<file path="config.mk">
export PLATFORM = sky130hd
export DESIGN_NAME = apb_demux_flat
export DESIGN_NICKNAME = d
export VERILOG_FILES = /design/src/rtl/apb_demux_pkg.sv /design/src/rtl/apb_demux_if.sv /design/src/rtl/apb_demux_addr_decode.sv /design/src/rtl/apb_demux.sv /design/src/flat_wrapper.sv
export SDC_FILE = /design/constraint.sdc
export NUM_CORES = 1
export LEC_CHECK = 0
export ABC_CLOCK_PERIOD_IN_PS = 2300
export CAP_MARGIN = 20
export CORE_AREA = 3 3 178 180
export DETAILED_ROUTE_END_ITERATION = 12
export DIE_AREA = 0 0 181 183
export GPL_TIMING_DRIVEN = 0
export PLACE_DENSITY = 0.59
export SLEW_MARGIN = 0
export SYNTH_ARGS = -nofsm -noshare
export SYNTH_HDL_FRONTEND = slang
export SYNTH_HIERARCHICAL = 1
export SYNTH_SLANG_ARGS = --single-unit
</file>
<file path="constraint.sdc">
create_clock -name PCLK -period 2.3 [get_ports PCLK]
set_input_delay 0.23 -clock PCLK [delete_from_list [all_inputs] [get_ports PCLK]]
set_output_delay 0.23 -clock PCLK [all_outputs]
set_load 0.005 [all_outputs]
</file>
<file path="src/rtl/apb_demux_pkg.sv">
// apb_demux shared types: FSM states, response bundle,
// and the index-width helper used by the decoder and the top.
package apb_demux_pkg;

  typedef enum logic [2:0] {
    IDLE,
    SETUP,
    ACCESS,
    RESP,
    ERR
  } state_t;

  localparam int RESP_DW = 32;

  typedef struct packed {
    logic [RESP_DW-1:0] rdata;
    logic               slverr;
  } resp_t;

  // Never returns 0 so a single-entry field still has a legal width.
  function automatic int idx_w(input int n);
    return (n > 1) ? $clog2(n) : 1;
  endfunction

endpackage

</file>
<file path="src/rtl/apb_demux_if.sv">
// APB splitter bus bundle: requester side (_s) and the
// broadcast / per-completer side (_m).
interface apb_demux_if #(
  parameter int NUM_APB_SLAVES = 8,
  parameter int APB_ADDR_WIDTH = 32,
  parameter int APB_DATA_WIDTH = 32,
  parameter int APB_STRB_WIDTH = APB_DATA_WIDTH/8
);

  logic                      PSEL_s;
  logic                      PENABLE_s;
  logic                      PWRITE_s;
  logic [APB_ADDR_WIDTH-1:0] PADDR_s;
  logic [APB_DATA_WIDTH-1:0] PWDATA_s;
  logic [APB_STRB_WIDTH-1:0] PSTRB_s;
  logic [2:0]                PPROT_s;
  logic [APB_DATA_WIDTH-1:0] PRDATA_s;
  logic                      PREADY_s;
  logic                      PSLVERR_s;

  logic [NUM_APB_SLAVES-1:0] PSEL_m;
  logic                      PENABLE_m;
  logic                      PWRITE_m;
  logic [APB_ADDR_WIDTH-1:0] PADDR_m;
  logic [APB_DATA_WIDTH-1:0] PWDATA_m;
  logic [APB_STRB_WIDTH-1:0] PSTRB_m;
  logic [2:0]                PPROT_m;
  logic [NUM_APB_SLAVES-1:0]
        [APB_DATA_WIDTH-1:0] PRDATA_m;
  logic [NUM_APB_SLAVES-1:0] PREADY_m;
  logic [NUM_APB_SLAVES-1:0] PSLVERR_m;

  modport slave (
    input  PSEL_s, PENABLE_s, PWRITE_s,
    input  PADDR_s, PWDATA_s, PSTRB_s, PPROT_s,
    output PRDATA_s, PREADY_s, PSLVERR_s,
    output PSEL_m, PENABLE_m, PWRITE_m,
    output PADDR_m, PWDATA_m, PSTRB_m, PPROT_m,
    input  PRDATA_m, PREADY_m, PSLVERR_m
  );

  modport master (
    output PSEL_s, PENABLE_s, PWRITE_s,
    output PADDR_s, PWDATA_s, PSTRB_s, PPROT_s,
    input  PRDATA_s, PREADY_s, PSLVERR_s,
    input  PSEL_m, PENABLE_m, PWRITE_m,
    input  PADDR_m, PWDATA_m, PSTRB_m, PPROT_m,
    output PRDATA_m, PREADY_m, PSLVERR_m
  );

endinterface

</file>
<file path="src/rtl/apb_demux_addr_decode.sv">
// Address window decoder: tag bits above the index field must
// match BASE_ADDR, and the index must name an existing completer.
module apb_addr_decode
  import apb_demux_pkg::*;
#(
  parameter int APB_ADDR_WIDTH = 32,
  parameter logic [APB_ADDR_WIDTH-1:0] BASE_ADDR = 32'h4000_0000,
  parameter int SLV_ADDR_WIDTH = 12,
  parameter int NUM_APB_SLAVES = 8,
  localparam int IDX_W = idx_w(NUM_APB_SLAVES)
) (
  input  logic [APB_ADDR_WIDTH-1:SLV_ADDR_WIDTH] addr,
  output logic                                   hit,
  output logic [IDX_W-1:0]                       idx
);

  localparam int TAG_LSB = SLV_ADDR_WIDTH + IDX_W;

  logic tag_ok;
  logic in_range;

  assign idx = addr[SLV_ADDR_WIDTH +: IDX_W];

  assign tag_ok =
    addr[APB_ADDR_WIDTH-1:TAG_LSB] ==
    BASE_ADDR[APB_ADDR_WIDTH-1:TAG_LSB];

  generate
    if (NUM_APB_SLAVES == (1 << IDX_W)) begin : g_full
      assign in_range = 1'b1;
    end else begin : g_part
      assign in_range =
        {1'b0, idx} < (IDX_W+1)'(NUM_APB_SLAVES);
    end
  endgenerate

  assign hit = tag_ok & in_range;

endmodule

</file>
<file path="src/rtl/apb_demux.sv">
// 1-to-N APB splitter with registered request/response paths,
// local error termination for unmapped and silent completers.
module apb_demux
  import apb_demux_pkg::*;
#(
  parameter int NUM_APB_SLAVES = 8,
  parameter int APB_ADDR_WIDTH = 32,
  parameter int APB_DATA_WIDTH = 32,
  parameter int APB_STRB_WIDTH = APB_DATA_WIDTH/8,
  parameter logic [APB_ADDR_WIDTH-1:0] BASE_ADDR = 32'h4000_0000,
  parameter int SLV_ADDR_WIDTH = 12,
  parameter int TIMEOUT_CYCLES = 256
) (
  input  logic        PCLK,
  input  logic        PRESETn,
  apb_demux_if.slave  bus,
  output logic        timeout_o,
  output logic        unmapped_o
);

  localparam int IDX_W = idx_w(NUM_APB_SLAVES);
  localparam int CNT_W = idx_w(TIMEOUT_CYCLES);
  localparam int AW = APB_ADDR_WIDTH;
  localparam int DW = APB_DATA_WIDTH;
  localparam int SW = APB_STRB_WIDTH;

  state_t                    state_q;
  logic [IDX_W-1:0]          idx_q;
  logic [CNT_W-1:0]          cnt_q;
  logic [NUM_APB_SLAVES-1:0] psel_q;
  logic                      penable_q;
  logic                      pwrite_q;
  logic [AW-1:0]             paddr_q;
  logic [DW-1:0]             pwdata_q;
  logic [SW-1:0]             pstrb_q;
  logic [2:0]                pprot_q;
  resp_t                     resp_q;
  logic                      pready_q;
  logic                      pslverr_q;
  logic [DW-1:0]             prdata_q;
  logic                      timeout_q;
  logic                      unmapped_q;

  logic                      dec_hit;
  logic [IDX_W-1:0]          dec_idx;
  logic                      setup;
  logic                      sel_ready;
  logic                      expired;

  apb_addr_decode #(
    .APB_ADDR_WIDTH (AW),
    .BASE_ADDR      (BASE_ADDR),
    .SLV_ADDR_WIDTH (SLV_ADDR_WIDTH),
    .NUM_APB_SLAVES (NUM_APB_SLAVES)
  ) u_dec (
    .addr (bus.PADDR_s[AW-1:SLV_ADDR_WIDTH]),
    .hit  (dec_hit),
    .idx  (dec_idx)
  );

  assign setup     = bus.PSEL_s & ~bus.PENABLE_s;
  assign sel_ready = bus.PREADY_m[idx_q];
  assign expired   = cnt_q == CNT_W'(TIMEOUT_CYCLES - 1);

  // Completer response is checked before expiry so it wins a tie.
  always_ff @(posedge PCLK or negedge PRESETn) begin
    if (!PRESETn) begin
      state_q    <= IDLE;
      idx_q      <= '0;
      cnt_q      <= '0;
      psel_q     <= '0;
      penable_q  <= 1'b0;
      pwrite_q   <= 1'b0;
      paddr_q    <= '0;
      pwdata_q   <= '0;
      pstrb_q    <= '0;
      pprot_q    <= '0;
      resp_q     <= '0;
      pready_q   <= 1'b0;
      pslverr_q  <= 1'b0;
      prdata_q   <= '0;
      timeout_q  <= 1'b0;
      unmapped_q <= 1'b0;
    end else begin
      pready_q   <= 1'b0;
      pslverr_q  <= 1'b0;
      prdata_q   <= '0;
      timeout_q  <= 1'b0;
      unmapped_q <= 1'b0;
      unique case (state_q)
        IDLE: begin
          if (setup) begin
            idx_q    <= dec_idx;
            pwrite_q <= bus.PWRITE_s;
            paddr_q  <= bus.PADDR_s;
            pwdata_q <= bus.PWDATA_s;
            pstrb_q  <= bus.PSTRB_s;
            pprot_q  <= bus.PPROT_s;
            if (dec_hit) begin
              state_q <= SETUP;
              psel_q  <= NUM_APB_SLAVES'(1) << dec_idx;
            end else begin
              state_q    <= ERR;
              pready_q   <= 1'b1;
              pslverr_q  <= 1'b1;
              unmapped_q <= 1'b1;
            end
          end
        end
        SETUP: begin
          state_q   <= ACCESS;
          penable_q <= 1'b1;
          cnt_q     <= '0;
        end
        ACCESS: begin
          if (sel_ready) begin
            state_q   <= RESP;
            psel_q    <= '0;
            penable_q <= 1'b0;
            resp_q    <= '{
              rdata:  RESP_DW'(bus.PRDATA_m[idx_q]),
              slverr: bus.PSLVERR_m[idx_q]
            };
          end else if (expired) begin
            state_q   <= RESP;
            psel_q    <= '0;
            penable_q <= 1'b0;
            resp_q    <= '{rdata: '0, slverr: 1'b1};
            timeout_q <= 1'b1;
          end else begin
            cnt_q <= cnt_q + 1'b1;
          end
        end
        RESP: begin
          state_q   <= IDLE;
          pready_q  <= 1'b1;
          pslverr_q <= resp_q.slverr;
          prdata_q  <= DW'(resp_q.rdata);
        end
        ERR: begin
          state_q <= IDLE;
        end
        default: begin
          state_q <= IDLE;
        end
      endcase
    end
  end

  assign bus.PSEL_m    = psel_q;
  assign bus.PENABLE_m = penable_q;
  assign bus.PWRITE_m  = pwrite_q;
  assign bus.PADDR_m   = paddr_q;
  assign bus.PWDATA_m  = pwdata_q;
  assign bus.PSTRB_m   = pstrb_q;
  assign bus.PPROT_m   = pprot_q;
  assign bus.PRDATA_s  = prdata_q;
  assign bus.PREADY_s  = pready_q;
  assign bus.PSLVERR_s = pslverr_q;
  assign timeout_o     = timeout_q;
  assign unmapped_o    = unmapped_q;

endmodule

</file>
<file path="src/flat_wrapper.sv">
// flat-port wrapper written by rule: the top's interface ports become plain ports
module apb_demux_flat import apb_demux_pkg::*;
#(
  parameter int NUM_APB_SLAVES = 8,
  parameter int APB_ADDR_WIDTH = 32,
  parameter int APB_DATA_WIDTH = 32,
  parameter int APB_STRB_WIDTH = APB_DATA_WIDTH/8,
  parameter logic [APB_ADDR_WIDTH-1:0] BASE_ADDR = 32'h4000_0000,
  parameter int SLV_ADDR_WIDTH = 12,
  parameter int TIMEOUT_CYCLES = 256
)
  (PCLK, PRESETn, timeout_o, unmapped_o, bus_PSEL_s, bus_PENABLE_s, bus_PWRITE_s, bus_PADDR_s, bus_PWDATA_s, bus_PSTRB_s, bus_PPROT_s, bus_PRDATA_s, bus_PREADY_s, bus_PSLVERR_s, bus_PSEL_m, bus_PENABLE_m, bus_PWRITE_m, bus_PADDR_m, bus_PWDATA_m, bus_PSTRB_m, bus_PPROT_m, bus_PRDATA_m, bus_PREADY_m, bus_PSLVERR_m);
  apb_demux_if #(.NUM_APB_SLAVES(NUM_APB_SLAVES), .APB_ADDR_WIDTH(APB_ADDR_WIDTH), .APB_DATA_WIDTH(APB_DATA_WIDTH), .APB_STRB_WIDTH(APB_STRB_WIDTH)) bus_i ();
  input  logic PCLK;
  input  logic PRESETn;
  output logic timeout_o;
  output logic unmapped_o;
  input wire logic [$bits(bus_i.PSEL_s)-1:0] bus_PSEL_s;
  input wire logic [$bits(bus_i.PENABLE_s)-1:0] bus_PENABLE_s;
  input wire logic [$bits(bus_i.PWRITE_s)-1:0] bus_PWRITE_s;
  input wire logic [$bits(bus_i.PADDR_s)-1:0] bus_PADDR_s;
  input wire logic [$bits(bus_i.PWDATA_s)-1:0] bus_PWDATA_s;
  input wire logic [$bits(bus_i.PSTRB_s)-1:0] bus_PSTRB_s;
  input wire logic [$bits(bus_i.PPROT_s)-1:0] bus_PPROT_s;
  output wire logic [$bits(bus_i.PRDATA_s)-1:0] bus_PRDATA_s;
  output wire logic [$bits(bus_i.PREADY_s)-1:0] bus_PREADY_s;
  output wire logic [$bits(bus_i.PSLVERR_s)-1:0] bus_PSLVERR_s;
  output wire logic [$bits(bus_i.PSEL_m)-1:0] bus_PSEL_m;
  output wire logic [$bits(bus_i.PENABLE_m)-1:0] bus_PENABLE_m;
  output wire logic [$bits(bus_i.PWRITE_m)-1:0] bus_PWRITE_m;
  output wire logic [$bits(bus_i.PADDR_m)-1:0] bus_PADDR_m;
  output wire logic [$bits(bus_i.PWDATA_m)-1:0] bus_PWDATA_m;
  output wire logic [$bits(bus_i.PSTRB_m)-1:0] bus_PSTRB_m;
  output wire logic [$bits(bus_i.PPROT_m)-1:0] bus_PPROT_m;
  input wire logic [$bits(bus_i.PRDATA_m)-1:0] bus_PRDATA_m;
  input wire logic [$bits(bus_i.PREADY_m)-1:0] bus_PREADY_m;
  input wire logic [$bits(bus_i.PSLVERR_m)-1:0] bus_PSLVERR_m;
  assign bus_i.PSEL_s = bus_PSEL_s;
  assign bus_i.PENABLE_s = bus_PENABLE_s;
  assign bus_i.PWRITE_s = bus_PWRITE_s;
  assign bus_i.PADDR_s = bus_PADDR_s;
  assign bus_i.PWDATA_s = bus_PWDATA_s;
  assign bus_i.PSTRB_s = bus_PSTRB_s;
  assign bus_i.PPROT_s = bus_PPROT_s;
  assign bus_PRDATA_s = bus_i.PRDATA_s;
  assign bus_PREADY_s = bus_i.PREADY_s;
  assign bus_PSLVERR_s = bus_i.PSLVERR_s;
  assign bus_PSEL_m = bus_i.PSEL_m;
  assign bus_PENABLE_m = bus_i.PENABLE_m;
  assign bus_PWRITE_m = bus_i.PWRITE_m;
  assign bus_PADDR_m = bus_i.PADDR_m;
  assign bus_PWDATA_m = bus_i.PWDATA_m;
  assign bus_PSTRB_m = bus_i.PSTRB_m;
  assign bus_PPROT_m = bus_i.PPROT_m;
  assign bus_i.PRDATA_m = bus_PRDATA_m;
  assign bus_i.PREADY_m = bus_PREADY_m;
  assign bus_i.PSLVERR_m = bus_PSLVERR_m;
  apb_demux #(.NUM_APB_SLAVES(NUM_APB_SLAVES), .APB_ADDR_WIDTH(APB_ADDR_WIDTH), .APB_DATA_WIDTH(APB_DATA_WIDTH), .APB_STRB_WIDTH(APB_STRB_WIDTH), .BASE_ADDR(BASE_ADDR), .SLV_ADDR_WIDTH(SLV_ADDR_WIDTH), .TIMEOUT_CYCLES(TIMEOUT_CYCLES)) u_core (.PCLK(PCLK), .PRESETn(PRESETn), .bus(bus_i), .timeout_o(timeout_o), .unmapped_o(unmapped_o));
endmodule
</file>
* After elaboration in Yosys (flattened, before gate mapping)
Cells that the tools add are included.
** Storage, ports and cells
- Bits in registers :: 164
- Bits of input ports :: 348
- Output and inout port bits :: 117
- Logic and storage cells :: 75
** Operators by class
- $add $sub $neg :: 1
- $lt $le $gt $ge :: 1
- Equal/unequal tests :: 10
- Shifts and indexed selects :: 1
- Muxes and demuxes :: 33
- Bitwise gates (word level) :: 2
- Reduce and logical (&&, ||, !) cells :: 10
** Operators by type and width (number)
- $bmux 32 s3 :: 1
- $mux 33 :: 2
- $mux 32 :: 2
- $mux 8 :: 6
- $pmux 8 s2 :: 2
- $eq 17x16->1 const B :: 1
- $mux 3 :: 4
- $mux 1 :: 10
- $pmux 3 s3 :: 1
- $add 8x1->8 const B :: 1
- $eq 8x8->1 const B :: 1
- $reduce_and 2->1 :: 4
- $shl 1x3->8 const A :: 1
- $bmux 1 s3 :: 2
- $eq 3x2->1 const B :: 2
- $pmux 1 s2 :: 3
- $reduce_bool 2->1 :: 3
- $lt 3x4->1 const B :: 1
- $ne 2x1->1 const B :: 2
- $ne 2x2->1 const B :: 2
- $reduce_and 4->1 :: 1
- $eq 3x1->1 const B :: 1
- $logic_not 3->1 :: 1
- $ne 3x1->1 const B :: 1
- 3 further kinds :: 3

* Longest topological paths before layout
Gate-level depths: netlist of run 1.
- Depth after elaboration :: 4
- Gate-level depth with buffers :: 7
- Mapped depth without buffers :: 6

* Hierarchy
Netlist of run 1, hierarchy kept.
** Modules (own cells, without submodules)
- apb_demux :: instances 1, cells an instance 552, area each 8154.1 um^2, seq. area each 4103.9 um^2
- apb_addr_decode :: instances 1, cells an instance 9, area each 66.3 um^2, seq. area each 0.0 um^2

* Least setup slack after synthesis of run 1
No wires, ideal clock.
- Kind :: reg-to-reg
- Start :: register u_core.state_q[0]
- End :: register u_core.paddr_q[10] (netlist: u_core/bus.PADDR_m[10])
- Library setup time :: 128 ps
- Arrival :: 1614 ps
- Required time :: 2172 ps
- Path slack :: 558 ps
- Cell stages (with the launch flop) :: 6
- Path buffers :: 3
- Clock period less this slack :: 1742 ps
- Cells stage by stage :: dfrtp_1 -> buf_2 -> nor4_4 -> buf_2 -> buf_4 -> mux2_1
** Between the ends
- Longest elaborated chain between the ends :: 2
** RTL lines
- from (decl) :: line apb_demux.sv:27 : state_t state_q;
- from (signal assigned) :: line apb_demux.sv:68 : state_q <= IDLE;
- from (signal assigned) :: line apb_demux.sv:100 : state_q <= SETUP;
- from (signal assigned) :: line apb_demux.sv:103 : state_q <= ERR;
- $logic_not 3->1 :: line apb_demux.sv:90 : unique case (state_q)
- $reduce_and 2->1 (no source line)
- to (signal assigned) :: line apb_demux.sv:95 : paddr_q <= bus.PADDR_s;
- to (decl) :: line apb_demux.sv:33 : logic [AW-1:0] paddr_q;
No other way between the ends.
A chain may end at the register's enable or synchronous reset.

* Final worst setup path of run 1
- Start :: register u_core.state_q[0]
- End :: register u_core.paddr_q[17] (netlist: u_core/bus.PADDR_m[17])
Same word-level chain as after synthesis.

==> results of run 1 <==
==> worst min path at each step <==
stage | from | to | slack (ns) | depth (start not counted)
finish | PRESETn | u_core/bus.PADDR_m[6] | 0.30 | 2
global route | PRESETn | u_core/bus.PADDR_m[6] | 0.32 | 2
global placement | u_core/resp_q[20] | u_core/resp_q[20] | 0.46 | 1
CTS | PRESETn | u_core/bus.PADDR_m[6] | 0.31 | 2
floorplan | PRESETn | u_core/bus.PADDR_m[0] | -0.07 | 0
detailed placement | PRESETn | u_core/bus.PADDR_m[6] | 0.17 | 1
==> flip-flops by register name (all words and copies together) (netlist names) <==
register and flops:
u_core/bus.PWRITE_m 1, u_core/bus.PSEL_m 8, u_core/idx_q 3, u_core/unmapped_o 1, u_core/state_q 3, u_core/resp_q 33
u_core/cnt_q 8, u_core/bus.PPROT_m 3, u_core/timeout_o 1, u_core/bus.PRDATA_s 32, u_core/bus.PREADY_s 1, u_core/bus.PSTRB_m 4
u_core/bus.PSLVERR_s 1, u_core/bus.PENABLE_m 1, u_core/bus.PADDR_m 32, u_core/bus.PWDATA_m 32
==> layout make-up <==
type	count	area [um^2]
inverters	2	7.51
multi-input cells	347	3870
well taps	396	495
repair buffers	466	4690
clock buffers	18	439
plain buffers	47	256
flip-flops and latches	164	4100
clock inverters	14	189
fillers	2773	16300
==> cells by family after synthesis <==
| family | after synthesis | share of synthesized area (%) |
|---|---|---|
| muxes | 181 | 33.3 |
| adders and majority gates | 1 | 0.152 |
| AOI/OAI and AO/OA | 63 | 6.26 |
| and+or+nand+nor | 101 | 7.05 |
| buffers and inverters | 50 | 3.21 |
| xor gates and xnor gates | 1 | 0.107 |
| DFF | 164 | 49.9 |
==> power groups by stage <==
stage	sequential, mW	clock, mW	combinational [mW]
2_1_floorplan	3.37	0	1.28
3_3_place_gp	3.35	0	2.82
3_5_place_dp	3.36	0	2.85
4_1_cts	3.31	3.16	2.86
5_1_grt	3.35	3.28	2.98
6_report	3.31	3.05	2.79
==> worst reg2reg max path, stage by stage (launching register included) <==
cell and delay [ns]:
dfrtp_1 0.37, buf_2 0.19, nor4_4 0.51, clkbuf_4 0.37
buf_4 0.24, mux2_1 0.34
==> per-stage QoR <==
| stage | cells | TNS [ns] | utilization [%] | setup slack, ns |
|---|---|---|---|---|
| after floorplan | 561 | 0 | - | 0.558 |
| after global placement | 1421 | -1006.11 | 44.0 | -6.13 |
| after detailed placement | 1422 | -4.65 | 44.1 | -0.357 |
| after CTS | 1455 | 0 | 46.2 | 0.0369 |
| after global routing | 1454 | 0 | 46.3 | 0.0176 |
| final | 1454 | 0 | 46.3 | 0.154 |
==> cell usage in the layout, fill, tap and decap left out, types with 17 or more instances in the layout <==
master           instances
mux2i_1                 38
and2_1                  34
clkdlybuf4s50_1        463
mux4_2                  66
o2bb2ai_1               32
dfrtp_1                164
mux2_1                  75
clkbuf_16               17
nand2_1                 20
==> per-layer routing <==
metal / global-route usage [%] / vias to the layer above / part of all wire, %
li1: - / 3114 / -
met1: 21.4 / 3357 / 39
met2: 33.5 / 277 / 53
met3: 4.34 / 18 / 6.1
met4: 4.36 / 0 / 1.5
met5: 0 / - / 0
==> what timing repair did <==
action                                 CTS  global route
resized for setup                        0             5
setup endpoints to repair                0            36
endpoints found under the hold margin   51             0
hold buffers                             1             0
==> impl_metrics.ini, run 1 <==
[cts]
clock-root-buffer = clkbuf_16
clock_latency_ns = 0.42
cts_buffers = 17
cts_sinks = 164
tritoncts = yes
cts_setup_buffers = 0
clock_path_buffers = 2
cts.clk_slew.worst_paths_ns = 0.07
h-tree-depth = 4

[yosys]
synthTopCellsByArea = dfrtp_1 50%, mux4_2 18%, mux2_1 10%
synth_cells = 561
synth_async_sr_flop_share_pct = 100
synth_edf_count = 0
synth_ff_type = dfrtp_1
netlist.area_leader.share_pct = 49.9
yosysWarnings = 6
synth_area_mm2 = 0.00822
yosysTopAreaCell = dfrtp_1
yosysSeqAreaShare_pct = 49.9
avgSynthCellArea_um2 = 14.7
ys_types = 49
synthTopCellsByCount = 164 x dfrtp_1, 75 x mux2_1, 66 x mux4_2, 38 x mux2i_1, 34 x and2_1
synth_most_common_cell = dfrtp_1
ys_seq_elements = 164
synthesis.nets = 910

[worst_setup_path]
cp.arrival_ns = 2.44
path_buf_inv = 3
crit_end = u_core/bus.PADDR_m[17]
reg2reg_to = u_core/bus.PADDR_m[17]
worst_path_max_delay_cell = nor4_4
r2r_start = u_core/state_q[0]
end_kind = flip-flop
regToRegSetupSlack_ns = 0.15
crit_start = u_core/state_q[0]
critical-path-top-delay-family = buffers and inverters
path_depth = 5
rr_worst_depth = 5
critPathMaxStageDelay_ns = 0.51
crit_fanout = 10
worst-setup-path-type = flip-flop to flip-flop
worstPathCellList = buf_2 -> nor4_4 -> clkbuf_4 -> buf_4 -> mux2_1
worstPathRequired_ns = 2.60
critical_path.startpoint_type = flip-flop

[timing]
setup_viol = 0
slew_violations = 0
fin_worst_skew_ns = 0.0109
rsz0062_at_grt = no
period_share_pct = 93.3
worstMarginPinSlew_ns = 0.854
hold_ws_ns = 0.303
fmax_mhz = 466
period_needed_ns = 2.15
hold_violations = 0
maxSlewHeadroom_pct = 43.1

[grt]
grt_pass1_wl_mm = 45.6
antenna_found_initial = 0
grt_max_degree = 114
first_global_vias = 7413
grt_use_total_pct = 18.1
grt.overflow.total = 0

[outcome]
outcome = completed

[power]
p_total_mw = 9.15
p_sw_mw = 2.44
switching_share_pct = 26.7
p_leak_nw = 5.73
p_int_mw = 6.71
seqPwrFrac_pct = 36.2
power_frac_comb_pct = 30.5
pwr-share-clk_pct = 33.3
ir_drop_uv = 504
power.density_mw_per_mm2 = 652

[drt]
dr_total_vias = 6766
drtPass1Iterations = 4
wl_per_cell_um = 21.4
drc = 0
drtIter0Drc = 260
wl_mm = 31.2
ant_nets = 0
post_drt_via_cell_ratio = 4.65

[die]
initial_core_util_pct = 27.1
die_area_mm2 = 0.0331
die_y_um = 183
chipWidth_um = 181
ios = 465
row_count = 64
core_mm2 = 0.0303

[layout]
nets = 1394
area_growth_pct = 70.9
design_area_mm2 = 0.0140
diodes = 0
drive_gt1_share_pct = 13.7

[place]
placed_cell_area_mm2 = 0.0134
place_hpwl_mm = 25.3
gp_congestion = 0.786
port_buffers = 464

[run]
maxCapViolations = 0

[worst_hold_path]
hp-class = primary input to async pin
Power figures use the tool's default switching activity.
==> inputs of run 2 (changes only) <==
Settings changed: ABC_CLOCK_PERIOD_IN_PS 2300 to 2600, CORE_AREA 3 3 178 180 to 2 2 180 182, DIE_AREA 0 0 181 183 to 0 0 182 184, PLACE_DENSITY 0.59 to 0.57, SLEW_MARGIN 0 to 20.
Clock period 2.3 ns to 2.6 ns, I/O delays scaled along.
==> impl_metrics.ini, run 2 (same netlist as run 1, synthesis figures left out) <==
[outcome]
outcome = completed

[die]
ios = 465
die_area_mm2 = 0.0335
chipWidth_um = 182
row_count = 65
initial_core_util_pct = 26.2
die_y_um = 184
core_mm2 = 0.0314

[layout]
fillers = 2944
mostFrequentLayoutCells = 463 x clkdlybuf4s50_1, 164 x dfrtp_1, 75 x mux2_1
regMostFlops = u_core/resp_q
largest_reg_flops = 33
nets = 1395
final_util_pct = 44.6
area_growth_pct = 70.4
stdcell_count = 1463
multi_input_area_mm2 = 0.00385
drive_gt1_share_pct = 13.4
regArea_mm2 = 0.00410
final_common_cell = clkdlybuf4s50_1

[cts]
tritoncts = yes
cts_resized = 0
h-tree-depth = 4
clock_latency_ns = 0.43
cts_setup_buffers = 0
clock_path_buffers = 2
clock-root-buffer = clkbuf_16
cts_buffers = 17
cts.clk_slew.worst_paths_ns = 0.07
cts_hold_buf = 1
cts_sinks = 164

[place]
gp_congestion = 0.821
port_buffers = 464
place_hpwl_mm = 24.8
dp_cells = 1428

[worst_hold_path]
hp-class = primary input to async pin

[power]
p_leak_nw = 5.70
power.density_mw_per_mm2 = 570
p_total_mw = 7.99
ir_drop_uv = 416

[worst_setup_path]
critical_path.startpoint_type = flip-flop
worstPathRequired_ns = 2.89
crit_fanout = 10
cp.arrival_ns = 2.56
crit_start = u_core/idx_q[1]
worst-setup-path-type = flip-flop to flip-flop
r2r_start = u_core/idx_q[1]
end_kind = flip-flop
rr_worst_depth = 5
crit_end = u_core/resp_q[2]
regToRegSetupSlack_ns = 0.33
reg2reg_to = u_core/resp_q[2]

[drt]
wl_per_cell_um = 21.0
drc = 0
wl_mm = 30.7
post_drt_via_cell_ratio = 4.64
drtPass1Iterations = 4
drtIter0Drc = 305
dr_total_vias = 6794
ant_nets = 0

[timing]
period_needed_ns = 2.27
hold_violations = 0
worstMarginPinSlew_ns = 0.792
timing.setup.tns_ns = 0
slew_violations = 0
rsz0062_at_grt = no
setup_viol = 0
maxSlewHeadroom_pct = 47.2
period_share_pct = 87.2
fmax_mhz = 441
fin_worst_skew_ns = 0.00931
hold_ws_ns = 0.390

[grt]
grt_max_degree = 95
antenna_found_initial = 2
grt_pass1_wl_mm = 45.1
grt.overflow.total = 0
grt_use_total_pct = 18.1
first_global_vias = 7317

[run]
maxCapViolations = 0
-- run 2: report_power, final --
group / internal (mW) / total, mW / switching (mW)
logic: 1.56 / 2.48 / 0.919
clock network: 1.45 / 2.59 / 1.14
registers: 2.80 / 2.92 / 0.116
total: 5.81 / 7.99 / 2.17
-- run 2: metal layers --
layer,wire [um],global-route usage (%),up-vias
met4,654,5.61,0
met2,15800,31.2,293
li1,-,-,3105
met5,0,0,-
met3,2030,5.19,34
met1,12200,21.9,3362
-- run 2: final cells by class --
| type | count | share of cell area (%) |
|---|---|---|
| Tap cell | 402 | 3.59 |
| Inverter | 2 | 0.0536 |
| Sequential cell | 164 | 29.3 |
| Clock buffer | 18 | 3.06 |
| Timing Repair Buffer | 466 | 33.5 |
| Antenna cell | 2 | 0.0357 |
| Multi-Input combinational cell | 347 | 27.5 |
| Clock inverter | 14 | 1.18 |
| Buffer | 48 | 1.83 |
-- run 2: how the worst min path moves through the flow --
stage                           from  slack, ns  cells after the start                      to
finish                       PRESETn       0.39                      2  u_core/bus.PADDR_m[10]
floorplan                    PRESETn      -0.04                      0   u_core/bus.PADDR_m[0]
global route                 PRESETn       0.41                      2  u_core/bus.PADDR_m[10]
global placement    u_core/resp_q[7]       0.46                      1  u_core/bus.PRDATA_s[6]
detailed placement           PRESETn       0.27                      1  u_core/bus.PADDR_m[10]
CTS                          PRESETn       0.40                      2  u_core/bus.PADDR_m[10]
-- run 2: metrics by stage --
stage,area [um^2],setup slack [ns]
floorplan,8220,0.858
finish,14000,0.334
global route,14000,0.139
global placement,13400,-5.91
detailed placement,13400,-0.116
CTS,14000,0.261
-- run 2: critical path: stages, from the launching register on --
cell and delay [ns]:
dfrtp_1 0.32, clkbuf_1 0.37, clkbuf_1 0.53, mux4_2 0.42
mux2i_1 0.40, o2bb2ai_1 0.10
